File: src/rtl/proc_run_ctrl_if.sv
// Signal bundle between the run controller and its surroundings: buttons,
// processor halt flag, divided clock feedback and divider/status outputs.
interface proc_run_ctrl_if;
    logic        start;
    logic        step;
    logic        halt;
    logic        proc_clk;
    logic        enable;
    logic        finish;
    logic        running;
    logic        timeout;
    logic [31:0] cycle_count;

    // Environment side: drives buttons, halt and the divided clock.
    modport master (
        output start, step, halt, proc_clk,
        input  enable, finish, running, timeout, cycle_count
    );

    // Controller side.
    modport slave (
        input  start, step, halt, proc_clk,
        output enable, finish, running, timeout, cycle_count
    );
endinterface

File: src/rtl/proc_run_ctrl.sv
// Run controller: turns start/step button presses and the processor halt
// flag into divider enable/finish, counts processor cycles and enforces an
// optional cycle limit.
module proc_run_ctrl #(
    parameter logic [31:0] MAX_CYCLES = 32'd1_000_000
) (
    input  logic          clock,
    input  logic          resetn,
    proc_run_ctrl_if.slave bus
);

    typedef enum logic [2:0] {
        ST_IDLE,
        ST_RUN,
        ST_PAUSE,
        ST_STEP,
        ST_DONE
    } state_t;

    state_t      r_state;
    state_t      w_state_next;
    logic        w_clear;
    logic        w_set_timeout;

    // [0],[1] synchronise the asynchronous button, [2] holds the previous
    // synchronised value for rise detection.
    logic [2:0]  r_start_sync;
    logic [2:0]  r_step_sync;
    logic        r_pclk_d;

    logic [31:0] r_count;
    logic        r_timeout;
    logic        r_enable;
    logic        r_finish;
    logic        r_running;

    logic        w_start_pulse;
    logic        w_step_pulse;
    logic        w_active;
    logic        w_edge;
    logic [31:0] w_count_next;
    logic        w_limit_hit;

    assign w_start_pulse = r_start_sync[1] & ~r_start_sync[2];
    assign w_step_pulse  = r_step_sync[1]  & ~r_step_sync[2];

    assign w_active     = (r_state == ST_RUN) || (r_state == ST_STEP);
    assign w_edge       = w_active & bus.proc_clk & ~r_pclk_d;
    // Saturating increment: the counter sticks at all-ones instead of wrapping.
    assign w_count_next = (w_edge && (r_count != 32'hFFFF_FFFF)) ? r_count + 32'd1 : r_count;
    // Zero limit disables the timeout entirely.
    assign w_limit_hit  = w_edge && (MAX_CYCLES != 32'd0) && (w_count_next == MAX_CYCLES);

    // Button synchronisers, rise-detect flops and divided-clock history.
    // NOTE: clocked state always uses non-blocking (<=) so every flop samples
    // the pre-edge value of its neighbours, whatever the statement order.
    always_ff @(posedge clock or negedge resetn) begin
        if (!resetn) begin
            r_start_sync <= 3'b000;
            r_step_sync  <= 3'b000;
            r_pclk_d     <= 1'b0;
        end else begin
            r_start_sync <= {r_start_sync[1:0], bus.start};
            r_step_sync  <= {r_step_sync[1:0], bus.step};
            r_pclk_d     <= bus.proc_clk;
        end
    end

    // Next-state decision; halt beats timeout beats edge/step beats start.
    // NOTE: every output of this block gets a default first so no path
    // leaves it unassigned and no latch is inferred.
    always_comb begin
        w_state_next  = r_state;
        w_clear       = 1'b0;
        w_set_timeout = 1'b0;
        case (r_state)
            ST_IDLE: begin
                if (w_step_pulse) begin
                    w_state_next = ST_STEP;
                    w_clear      = 1'b1;
                end else if (w_start_pulse) begin
                    w_state_next = ST_RUN;
                    w_clear      = 1'b1;
                end
            end
            ST_RUN: begin
                if (bus.halt) begin
                    w_state_next = ST_DONE;
                end else if (w_limit_hit) begin
                    w_state_next  = ST_DONE;
                    w_set_timeout = 1'b1;
                end else if (w_step_pulse) begin
                    w_state_next = ST_PAUSE;
                end
            end
            ST_PAUSE: begin
                if (w_step_pulse) begin
                    w_state_next = ST_STEP;
                end else if (w_start_pulse) begin
                    w_state_next = ST_RUN;
                end
            end
            ST_STEP: begin
                if (bus.halt) begin
                    w_state_next = ST_DONE;
                end else if (w_limit_hit) begin
                    w_state_next  = ST_DONE;
                    w_set_timeout = 1'b1;
                end else if (w_edge) begin
                    w_state_next = ST_PAUSE;
                end
            end
            ST_DONE: begin
                if (w_start_pulse) begin
                    w_state_next = ST_RUN;
                    w_clear      = 1'b1;
                end
            end
            default: begin
                w_state_next = ST_IDLE;
            end
        endcase
    end

    // State register with Moore outputs registered alongside it; the count
    // still takes an edge seen in the cycle the state is left.
    always_ff @(posedge clock or negedge resetn) begin
        if (!resetn) begin
            r_state   <= ST_IDLE;
            r_enable  <= 1'b0;
            r_finish  <= 1'b0;
            r_running <= 1'b0;
            r_count   <= 32'd0;
            r_timeout <= 1'b0;
        end else begin
            r_state   <= w_state_next;
            r_enable  <= (w_state_next == ST_RUN) || (w_state_next == ST_STEP);
            r_finish  <= (w_state_next == ST_DONE);
            r_running <= (w_state_next == ST_RUN);
            r_count   <= w_clear ? 32'd0 : w_count_next;
            if (w_clear) begin
                r_timeout <= 1'b0;
            end else if (w_set_timeout) begin
                r_timeout <= 1'b1;
            end
        end
    end

    assign bus.enable      = r_enable;
    assign bus.finish      = r_finish;
    assign bus.running     = r_running;
    assign bus.timeout     = r_timeout;
    assign bus.cycle_count = r_count;

endmodule
File: src/flat_wrapper.sv
// flat-port wrapper written by rule: the top's interface ports become plain ports
module proc_run_ctrl_flat 
#(
    parameter logic [31:0] MAX_CYCLES = 32'd1_000_000
)
  (clock, resetn, bus_start, bus_step, bus_halt, bus_proc_clk, bus_enable, bus_finish, bus_running, bus_timeout, bus_cycle_count);
  proc_run_ctrl_if bus_i ();
  input  logic clock;
  input  logic resetn;
  input wire logic [$bits(bus_i.start)-1:0] bus_start;
  input wire logic [$bits(bus_i.step)-1:0] bus_step;
  input wire logic [$bits(bus_i.halt)-1:0] bus_halt;
  input wire logic [$bits(bus_i.proc_clk)-1:0] bus_proc_clk;
  output wire logic [$bits(bus_i.enable)-1:0] bus_enable;
  output wire logic [$bits(bus_i.finish)-1:0] bus_finish;
  output wire logic [$bits(bus_i.running)-1:0] bus_running;
  output wire logic [$bits(bus_i.timeout)-1:0] bus_timeout;
  output wire logic [$bits(bus_i.cycle_count)-1:0] bus_cycle_count;
  assign bus_i.start = bus_start;
  assign bus_i.step = bus_step;
  assign bus_i.halt = bus_halt;
  assign bus_i.proc_clk = bus_proc_clk;
  assign bus_enable = bus_i.enable;
  assign bus_finish = bus_i.finish;
  assign bus_running = bus_i.running;
  assign bus_timeout = bus_i.timeout;
  assign bus_cycle_count = bus_i.cycle_count;
  proc_run_ctrl #(.MAX_CYCLES(MAX_CYCLES)) u_core (.clock(clock), .resetn(resetn), .bus(bus_i));
endmodule
File: config.mk
export PLATFORM = sky130hd
export DESIGN_NAME = proc_run_ctrl_flat
export DESIGN_NICKNAME = d
export VERILOG_FILES = /design/src/rtl/proc_run_ctrl_if.sv /design/src/rtl/proc_run_ctrl.sv /design/src/flat_wrapper.sv
export SDC_FILE = /design/constraint.sdc
export NUM_CORES = 1
export LEC_CHECK = 0
export BUFFER_PORTS_ARGS = -buffer_cell sky130_fd_sc_hd__buf_2
export CAP_MARGIN = 10
export CELL_PAD_IN_SITES_DETAIL_PLACEMENT = 1
export CELL_PAD_IN_SITES_GLOBAL_PLACEMENT = 1
export CORE_UTILIZATION = 46
export CTS_CLUSTER_DIAMETER = 40
export CTS_CLUSTER_SIZE = 28
export DETAILED_ROUTE_END_ITERATION = 8
export PLACE_DENSITY = 0.91
export SLEW_MARGIN = 15
export SYNTH_ARGS = -nofsm -noshare
export SYNTH_HDL_FRONTEND = slang
export SYNTH_SLANG_ARGS = --single-unit
File: constraint.sdc
create_clock -name clock -period 5.3 [get_ports clock]
set_input_delay 1.06 -clock clock [delete_from_list [all_inputs] [get_ports clock]]
set_output_delay 1.06 -clock clock [all_outputs]
set_load 0.01 [all_outputs]
# Yosys cells after proc, flatten, opt, wreduce, memory -nomap -nowiden
# Cells that the tools add are included.
[op_classes] n_addsub=1 n_eq_ne=9 muxes=19 n_bitwise=7 n_reduce_logical=8
[op_table] operator="32-bit two-way mux" n=2
[op_table] operator="32-bit by 1-bit adder with 32-bit output, second input constant" n=1
[op_table] operator="32-bit by 20-bit == test with 1-bit output, second input constant" n=1
[op_table] operator="32-bit inequality test, second input constant" n=1
[op_table] operator="3-bit two-way mux" n=8
[op_table] operator="3-bit case mux with 4 select lines" n=1
[op_table] operator="3-bit by 2-bit == test with 1-bit output, second input constant" n=3
[op_table] operator="1-bit two-way mux" n=7
[op_table] operator="3-bit by 1-bit == test with 1-bit output, second input constant" n=2
[op_table] operator="3-bit == test, second input constant" n=2
[op_table] operator="1-bit bitwise AND" n=4
[op_table] operator="2-bit OR reduction" n=2
[op_table] operator="3-bit zero test" n=1
[op_table] operator="1-bit NOT" n=3
[op_table] operator="1-bit logical AND" n=2
[op_table] operator="1-bit logical OR" n=2
[op_table] operator="1-bit case mux with 2 select lines" n=1
[op_table] operator="2-bit nonzero test" n=1
[word_totals] regBits=46 inputBits=6 output_inout_bits=36 wordCells=53

# Longest topological paths before layout
[depth] word_depth=13 mapped_depth=10 mapped_depth_nobuf=9

# Worst setup path before layout
# Ideal clock, no wire load.
[synth_path] path_type="input-to-reg" from="input bus_proc_clk" to="register u_core.r_enable (netlist: u_core.bus.enable)" setup_time_ns=0.138 arrival_time_ns=3.204 required_time_ns=5.162 path_slack_ns=1.958 cell_stages=10 path_buffers=2 cell_sequence="or2b_1 -> or3_1 -> clkbuf_2 -> a211oi_2 -> buf_6 -> nand3_2 -> xor2_1 -> or4b_4 -> nor4_4 -> o21ai_0"
[synth_between] elab_chain_cells=11 elab_cells_between_ends=15 classes_between="3 x eq/ne; 7 x mux; 2 x bitwise; 3 x reduce/logical"
[synth_lines] element="from (decl)" line="flat_wrapper.sv:13" text="input wire logic [$bits(bus_i.proc_clk)-1:0] bus_proc_clk;"
[synth_lines] element="1-bit bitwise AND (*) (2 in series)" line="proc_run_ctrl.sv:48" text="assign w_edge = w_active & bus.proc_clk & ~r_pclk_d;"
[synth_lines] element="1-bit logical AND" line="proc_run_ctrl.sv:50" text="assign w_count_next = (w_edge && (r_count != 32'hFFFF_FFFF)) ? r_count + 32'd1 : r_count;"
[synth_lines] element="32-bit two-way mux" line="proc_run_ctrl.sv:50"
[synth_lines] element="32-bit by 20-bit == test with 1-bit output" line="proc_run_ctrl.sv:52" text="assign w_limit_hit = w_edge && (MAX_CYCLES != 32'd0) && (w_count_next == MAX_CYCLES);"
[synth_lines] element="1-bit logical AND" line="proc_run_ctrl.sv:52"
[synth_lines] element="3-bit two-way mux (on tied branches)" line="proc_run_ctrl.sv:106, proc_run_ctrl.sv:89"
[synth_lines] element="3-bit two-way mux (on tied branches)" line="proc_run_ctrl.sv:104, proc_run_ctrl.sv:87"
[synth_lines] element="3-bit case mux with 4 select lines (*)" line="proc_run_ctrl.sv:76" text="case (r_state)"
[synth_lines] element="3-bit by 1-bit == test with 1-bit output or 3-bit by 2-bit == test with 1-bit output (tied branches)" line="proc_run_ctrl.sv:137" text="r_enable <= (w_state_next == ST_RUN) || (w_state_next == ST_STEP);"
[synth_lines] element="1-bit logical OR (*)" line="proc_run_ctrl.sv:137"
[synth_lines] element="to (signal assigned)" line="proc_run_ctrl.sv:137"
[synth_lines] element="to (decl)" line="proc_run_ctrl.sv:33" text="logic r_enable;"
# Mark *: on every way between the ends. The rest lies on a longest branch, timed or not.
# A chain may end at the register's enable or synchronous reset.

# Worst setup path in the final report
[layout_path] from="input bus_proc_clk" to="register u_core.r_timeout (netlist: u_core.bus.timeout)"
[layout_between] elab_chain_cells=10
[layout_lines] element="1-bit bitwise AND (*) (2 in series)" line="proc_run_ctrl.sv:48"
[layout_lines] element="1-bit logical AND" line="proc_run_ctrl.sv:50"
[layout_lines] element="32-bit two-way mux" line="proc_run_ctrl.sv:50"
[layout_lines] element="32-bit by 20-bit == test with 1-bit output" line="proc_run_ctrl.sv:52"
[layout_lines] element="1-bit logical AND (*)" line="proc_run_ctrl.sv:52"
[layout_lines] element="1-bit two-way mux (*)" line="proc_run_ctrl.sv:89, proc_run_ctrl.sv:106"
[layout_lines] element="1-bit two-way mux (*)" line="proc_run_ctrl.sv:87" text="if (bus.halt) begin"
[layout_lines] element="1-bit two-way mux (*)"
[layout_lines] element="2-bit nonzero test (no source line) (*)"
[layout_lines] element="to (signal assigned)" line="proc_run_ctrl.sv:134" text="r_timeout <= 1'b0;"
[layout_lines] element="to (signal assigned)" line="proc_run_ctrl.sv:142" text="r_timeout <= 1'b0;"
[layout_lines] element="to (signal assigned)" line="proc_run_ctrl.sv:144" text="r_timeout <= 1'b1;"
[layout_lines] element="to (decl)" line="proc_run_ctrl.sv:32" text="logic r_timeout;"
# Marked as above.

==> impl_summary.log <==
INFO  metric hpwlAfterDp = 5.04 mm
INFO  metric final_core_utilization = 0.541
INFO  metric count_of_h_tree_levels_built_during_cts = 2
INFO  metric ratio_of_cells_with_drive_above_1_in_the_final_layout = 0.217
INFO  metric worst_margin_slew = 0.905 ns
INFO  metric nFillCells = 659
INFO  metric layout.nets = 324
INFO  metric synth_top_cell_by_area = dfrtp_1
INFO  metric number_of_routed_nets_with_antenna_violations = 0
INFO  metric async_reset_ff_frac = 1.00
INFO  metric clock_sink_count = 46
INFO  metric slowest_library_cell_on_the_worst_path = a211oi_2
INFO  metric cellPowerDensity = 267 nW/µm²
INFO  metric synth.yosys.seq_area_share = 0.425
INFO  metric cts_repair_resized_insts = 0
INFO  metric critPathTopFamily = simple AND/OR/NAND/NOR gates
INFO  metric cell_count_after_placement = 381
INFO  metric setup.worst_path.start_class = input port
INFO  metric syn-cell-area = 2710 µm²
INFO  metric netlist_instances = 284
INFO  metric gr-usage-met2 = 0.410
INFO  metric vdd_drop_max = 0.162 mV
INFO  metric cts_max_path_buffers = 2
INFO  metric setup_viol = 0
INFO  metric critPathMaxStageDelay = 0.76 ns
INFO  metric remaining_drc_errors = 0
INFO  metric vias_per_cell = 5.93
INFO  metric outcome = completed
INFO  metric port-buffer-count = 41
INFO  metric place_worst_setup_slack = 1.03 ns
INFO  metric postCtsSetupRepairBufs = 0
INFO  metric diodes = 0
INFO  metric multi_input_area = 1450 µm²
INFO  metric dpl-instance-area = 2920 µm²
INFO  metric setup_tns = 0 ns
INFO  metric rsz0062_at_grt = no
INFO  metric ff2ff_setup_slack = 1.71 ns
INFO  metric timing.critical_path.cells = buf_2, or2b_1, or3_1, a211oi_2, nand4_1, mux2i_1, or4b_4, nor4_4, a22o_1
INFO  metric path_clk_slew = 0.10 ns
INFO  metric die_area = 6200 µm²
INFO  metric antenna_found_initial = 0
INFO  metric ys.flop_type = dfrtp_1
INFO  metric layout.cells.non_filler = 390
INFO  metric starting_density_of_the_core = 0.483
INFO  metric groute.layer.met1.usage = 0.328
INFO  metric grt.busiest_layer = met2
INFO  metric postSynthAreaPerCell = 9.54 µm²
INFO  metric slew-limit-headroom = 0.395
INFO  metric timing.critical_path.required = 5.54 ns
INFO  metric design_power_total = 0.809 mW
INFO  metric top_level_ports = 42
INFO  metric final_cycle_share = 0.757
INFO  metric hold_violations = 0
INFO  metric setup_ws = 1.29 ns
INFO  metric routed-via-count = 2311
INFO  metric synth.top_cell.area_share = 0.425
INFO  metric gpl.final_weighted_congestion = 0.856
INFO  metric cts_inserted_buffers = 5
INFO  metric static-leakage-power = 1.39 nW
INFO  metric dieHeight = 78.8 µm
INFO  metric syn_to_final_growth = 11.9%
INFO  metric endpoint_kind = register
INFO  metric clock_skew = 0.0130 ns
INFO  metric critPathArrivalTime = 4.26 ns
INFO  metric worstPathMaxFanout = 11
INFO  metric count_of_flip_flops_with_a_built_in_enable_after_synthesis = 0
INFO  metric yosys-top-cells-area = dfrtp_1, xnor2_1, nor2_1
INFO  metric critical_setup_path_class = in -> reg
INFO  metric yosys_warnings = 0
INFO  metric layout.cell_area.non_filler = 3030 µm²
INFO  metric first_pass_iters = 4
INFO  metric clk-insertion-delay-late = 0.31 ns
INFO  metric finalWirelength = 7.28 mm
INFO  metric post_synth_num_cell_types = 55
INFO  metric finalWorstPathRequiredPeriod = 4.01 ns
INFO  metric top_cells_by_count_synth = dfrtp_1, nor2_1, xnor2_1, nand2_1, xor2_1
INFO  metric worst_hold_path_type = reg -> reg
INFO  metric post_dr_wirelength_cell = 18.7 µm
INFO  metric maxSlewViolCount = 0
INFO  metric cts_tree = yes
INFO  metric clk_root_buffer_cell = clkbuf_8
INFO  metric synth.ff_latch_count = 46
INFO  metric m3_gr_usage = 0.0333
INFO  metric layout.area.seq = 1150 µm²
INFO  metric cp.buffers_inverters = 1
INFO  metric groute.usage.overall = 0.246
INFO  metric drt-initial-drc-count = 98
INFO  metric max_cap_viol_count = 0
INFO  metric most_frequent_cell_after_synthesis = dfrtp_1
INFO  metric grt_first_pass_wirelength = 12.0 mm
INFO  metric grt_start_max_net_pins = 47
INFO  metric first_global_vias = 2364
INFO  metric mappedNetlistNets = 291
INFO  metric timing.hold.ws = 0.355 ns
INFO  metric max_freq = 249 MHz
INFO  metric die_w = 78.8 µm
INFO  metric design.core.area = 5610 µm²
INFO  metric cts_hold_buffers = 0
INFO  metric floorplan.rows = 27
INFO  metric grt_overflow = 0
[power by group]
group / total (mW) / internal [mW] / switching (mW)
Combinational: 0.165 / 0.0618 / 0.103
Clock: 0.228 / 0.0955 / 0.133
Sequential: 0.416 / 0.380 / 0.0367
[layout by cell type (no fill, tap or decap), types with 2 or more instances in the layout]
cell / n
dfrtp_1: 46
nor2_1: 45
buf_2: 41
xnor2_1: 25
nand2_1: 17
xor2_1: 17
nand4_1: 15
nand3_1: 15
a21oi_1: 8
o21ai_0: 7
and3_1: 6
and4_1: 5
nor3_1: 5
clkbuf_8: 5
nand2b_1: 4
nor4_4: 4
inv_1: 4
and2_1: 3
nor4_1: 3
nand4_2: 2
nor3b_1: 2
nand3b_1: 2
a2111oi_0: 2
o31a_2: 2
[final timing paths]
check                                      startpoint                          to  cells after the start
min in group asynchronous                      resetn       u_core.r_step_sync[2]                      1
min                             u_core.r_step_sync[0]       u_core.r_step_sync[1]                      0
max                                      bus_proc_clk          u_core.bus.timeout                      9
max reg2reg                u_core.bus.cycle_count[16]          u_core.bus.timeout                      8
min reg2reg                     u_core.r_step_sync[0]       u_core.r_step_sync[1]                      0
max in group asynchronous                      resetn  u_core.bus.cycle_count[11]                      2
[state kept, by name (all words and copies together), names as in the netlist]
register	count
u_core.bus.timeout	1
u_core.bus.finish	1
u_core.bus.cycle_count	32
u_core.r_pclk_d	1
u_core.r_state	3
u_core.bus.enable	1
u_core.bus.running	1
u_core.r_step_sync	3
u_core.r_start_sync	3
[metal layers]
metal,vias to the layer above,wire [µm]
met5,-,0
met4,0,97
met3,9,213
met2,49,3710
met1,1189,3260
li1,1064,-
[worst reg2reg max path, delay by kind of cell, from the launching register on]
family,cells,cell delay [ns]
simple gates,5,2.24
mux,1,0.10
flops,1,0.56
compound gates,2,0.66
[area by class of cell]
type                       count  area share
tap                           72      0.0297
multi-input combinational    216       0.477
inverter                       5     0.00619
clock buffer                   5      0.0227
clock inverter                 3     0.00825
sequential                    46       0.380
timing repair buffer          43      0.0767
[cell families (layout without fill, tap and decap cells)]
family	count (synthesis)	count (layout)	synth area share
xor+xnor	42	42	0.136
compound gates	31	31	0.0803
flops	46	46	0.425
mux	1	1	0.00369
fa+ha+maj	1	1	0.00462
buf+inv	22	56	0.0415
simple gates	141	141	0.309
Note: power is estimated with default switching activity, not from simulation.
